===== config.mk =====
export PLATFORM = sky130hd
export DESIGN_NAME = hold_timer
export DESIGN_NICKNAME = d
export VERILOG_FILES = /design/src/rtl/gate_truth_checker_hold_timer.sv
export SDC_FILE = /design/constraint.sdc
export NUM_CORES = 1
export LEC_CHECK = 0
export CAP_MARGIN = 0
export CORE_AREA = 2 2 39 41
export DETAILED_ROUTE_END_ITERATION = 6
export DIE_AREA = 0 0 41 43
export PLACE_DENSITY = 0.33
export SYNTH_ARGS = -nofsm -noshare
export SYNTH_HDL_FRONTEND = slang
export SYNTH_SLANG_ARGS = --single-unit

===== constraint.sdc =====
create_clock -name clk -period 1.5 [get_ports clk]
set_clock_uncertainty 0.15 [all_clocks]
set_input_delay 0.3 -clock clk [delete_from_list [all_inputs] [get_ports clk]]
set_output_delay 0.3 -clock clk [all_outputs]
set_load 0.02 [all_outputs]

===== src/rtl/gate_truth_checker_hold_timer.sv =====
// hold_timer: settle counter (clk, reset, en, clear) pulsing tc on the HOLD_CYCLES-th enabled clock
module hold_timer #(
  parameter int HOLD_CYCLES = 10
) (
  input  logic clk,
  input  logic reset,
  input  logic en,
  input  logic clear,
  output logic tc
);
  localparam int W = HOLD_CYCLES > 1 ? $clog2(HOLD_CYCLES) : 1;
  logic [W-1:0] cnt;
  assign tc = en && cnt == W'(HOLD_CYCLES - 1);
  always_ff @(posedge clk or posedge reset)
    if (reset) cnt <= '0;
    else if (clear || tc) cnt <= '0;
    else if (en) cnt <= cnt + 1'b1;
endmodule


==> results.ini <==
[yosys]
synth_top_area_share_pct=44.7
synth-simple-area-share_pct=23.5
ys_seq_area_share_pct=44.7
synth_top_cells_by_count=4 x dfrtp_1, 3 x nor2_1, 2 x ha_1, 2 x inv_1, 2 x xnor2_1
synth_top_cell_by_area=dfrtp_1
synth_xor_area_share_pct=11.7
syn_inst=20
yosys.area_share.adder_pct=11.2
yosysUniqueCellTypes=12
yosysWarnings=0
netlist_area_um2=224
synth_top_family_by_area=simple AND/OR/NAND/NOR gates
ys_seq_elements=4
yosysMostFrequentCell=dfrtp_1
syn_nets=26
ys.flop_type=dfrtp_1
avgSynthCellArea_um2=11.2
synth_mux_area_share_pct=0
synth_edf_count=0
synth_compound_area_share_pct=5.59
yosys-top-cells-area=dfrtp_1 45%, ha_1 11%, xnor2_1 7.8%, and4b_4 6.1%, a211oi_2 5.6%
async_reset_ff_share_pct=100

[clocking]
path_clk_slew_ns=0.04
cts_root_buf=clkbuf_4
cts-buffers-inserted=3
tritoncts=yes
clk_latency_ns=0.23
htreeDepth=1
clock_path_buffers=2
cts.sinks=4

[floorplan]
core_area_um2=1380
ios=5
die_height_um=43
dieWidth_um=41
row_count=14
dieArea_um2=1760
initial_utilization_pct=16.2

[layout]
regArea_um2=100
drive_above_1_share_pct=42.4
final_cell_area_um2=352
fin_util_pct=25.4
reg_top3=cnt x4
multi_input_area_um2=116
nets=41
regMostFlops=cnt
area.growth.synth_to_final_pct=57.0
fin_cells=49
fillers=150
num_antenna_cells=0
largest_reg_flops=4

[job]
maxCapViolations=0

[setup_path]
crit_fanout=2
startpoint_type=register
cp-endpoint=tc
r2r_cells=4
r2r_end=cnt[2]
crit_required_ns=1.05
worstSetupStartpoint=cnt[1]
critPathArrivalTime_ns=1.15
worst_setup_path_end_kind=primary output
r2r_slack_ns=0.06
critPathKind=reg2out
worstReg2RegStart=cnt[0]

[sta]
rsz0062_at_grt=true
final-hold-violation-count=0
min_period_ns=1.60
finalCritPeriodShare_pct=107
setup_viol=1
fmax_mhz=624
whs_ns=0.101
fin_ws_ns=-0.102
slew_violations=0
worstMarginPinSlew_ns=0.153
slew_headroom_pct=89.8
finalSetupTns_ns=-0.102

[routing]
drtAntennaViolNets=0
drt_wl_total_um=483
vias_per_cell=3.45
drc=0
drtIter0Drc=5
firstDrtPassIters=2
vias=169
wl_per_cell_um=9.86

[placed_design]
hpwl_um=403
place_worst_setup_slack_ns=-0.594
place_inst=45
io_buffers=4
place_congestion=0.689
placed_cell_area_um2=322

[pwr]
p_int_uw=234
clkPwrFrac_pct=43.5
sequentialPowerShare_pct=39.2
power.density_nw_per_um2=853
combPwrFrac_pct=17.3
swShare_pct=22.0
p_switching_uw=65.8
cellLeakagePower_nw=0.172
peakVddDrop_mv=0.312
total_power_uw=300

[global_route]
grt_overflow=0
grt_pass1_wl_um=834
grt_start_max_net_pins=6
grt.total_usage_pct=7.86
antenna_found_initial=0
grt_pass1_vias=208

[status]
violations=setup timing
status=finished with violations

[worst_hold_path]
hold_path.class=in2async

cells in the final DEF (no fill, tap or decap), types with 2 or more instances in the layout:
cell / instances
clkbuf_4: 3
buf_4: 6
ha_1: 2
xnor2_1: 2
inv_1: 2
nor2_1: 3
dfrtp_1: 4
clkdlybuf4s50_1: 2
worst max-delay path: stages, from the launching register on:
cell and delay [ns]:
dfrtp_1 0.36, inv_1 0.05, ha_1 0.14, and4b_4 0.25
buf_6 0.12
how the worst min path moves through the flow:
stage,cells past startpoint,endpoint,slack (ns)
detailed placement,2,cnt[3],0.35
finish,2,cnt[3],0.10
CTS,2,cnt[3],0.1
floorplan,1,cnt[0],-0.08
global route,2,cnt[0],0.12
global placement,2,cnt[3],0.34
power by group through the flow:
stage	Clock, mW	Combinational (mW)	Sequential, mW
floorplan	0	0.0213	0.121
detailed placement	0	0.0502	0.119
finish	0.130	0.0519	0.118
global placement	0	0.0489	0.119
CTS	0.138	0.0531	0.118
global route	0.148	0.0570	0.118
area by class of cell:
class / instances / share of cell area, %
clock buffers: 3 / 6.41
inverters: 2 / 2.14
repair buffers: 10 / 24.2
flip-flops and latches: 4 / 28.5
well taps: 16 / 5.69
multi-input cells: 14 / 33.1
kinds of logic after synthesis:
group                      count (synthesis)
AOI/OAI and AO/OA                          1
xor gates and xnor gates                   3
adders and majority gates                  2
buffers and inverters                      2
DFF                                        4
and+or+nand+nor                            8
per-layer routing:
metal / track usage [%] / share of wire, % / wire length, um / up-vias
met5: 0 / 0 / 0 / -
met4: 8.00 / 0 / 0 / 0
met3: 4.71 / 6.6 / 32 / 0
met2: 9.69 / 49 / 238 / 4
met1: 8.47 / 44 / 212 / 73
li1: - / - / - / 92
what timing repair did:
action,CTS,global route
endpoints found under the setup margin,1,2
resized for setup,7,0
hold buffers,0,0
setup buffers,1,0
pin swaps,0,1
hold endpoints to repair,0,0
No activity file was read; power rests on OpenSTA's default activity.
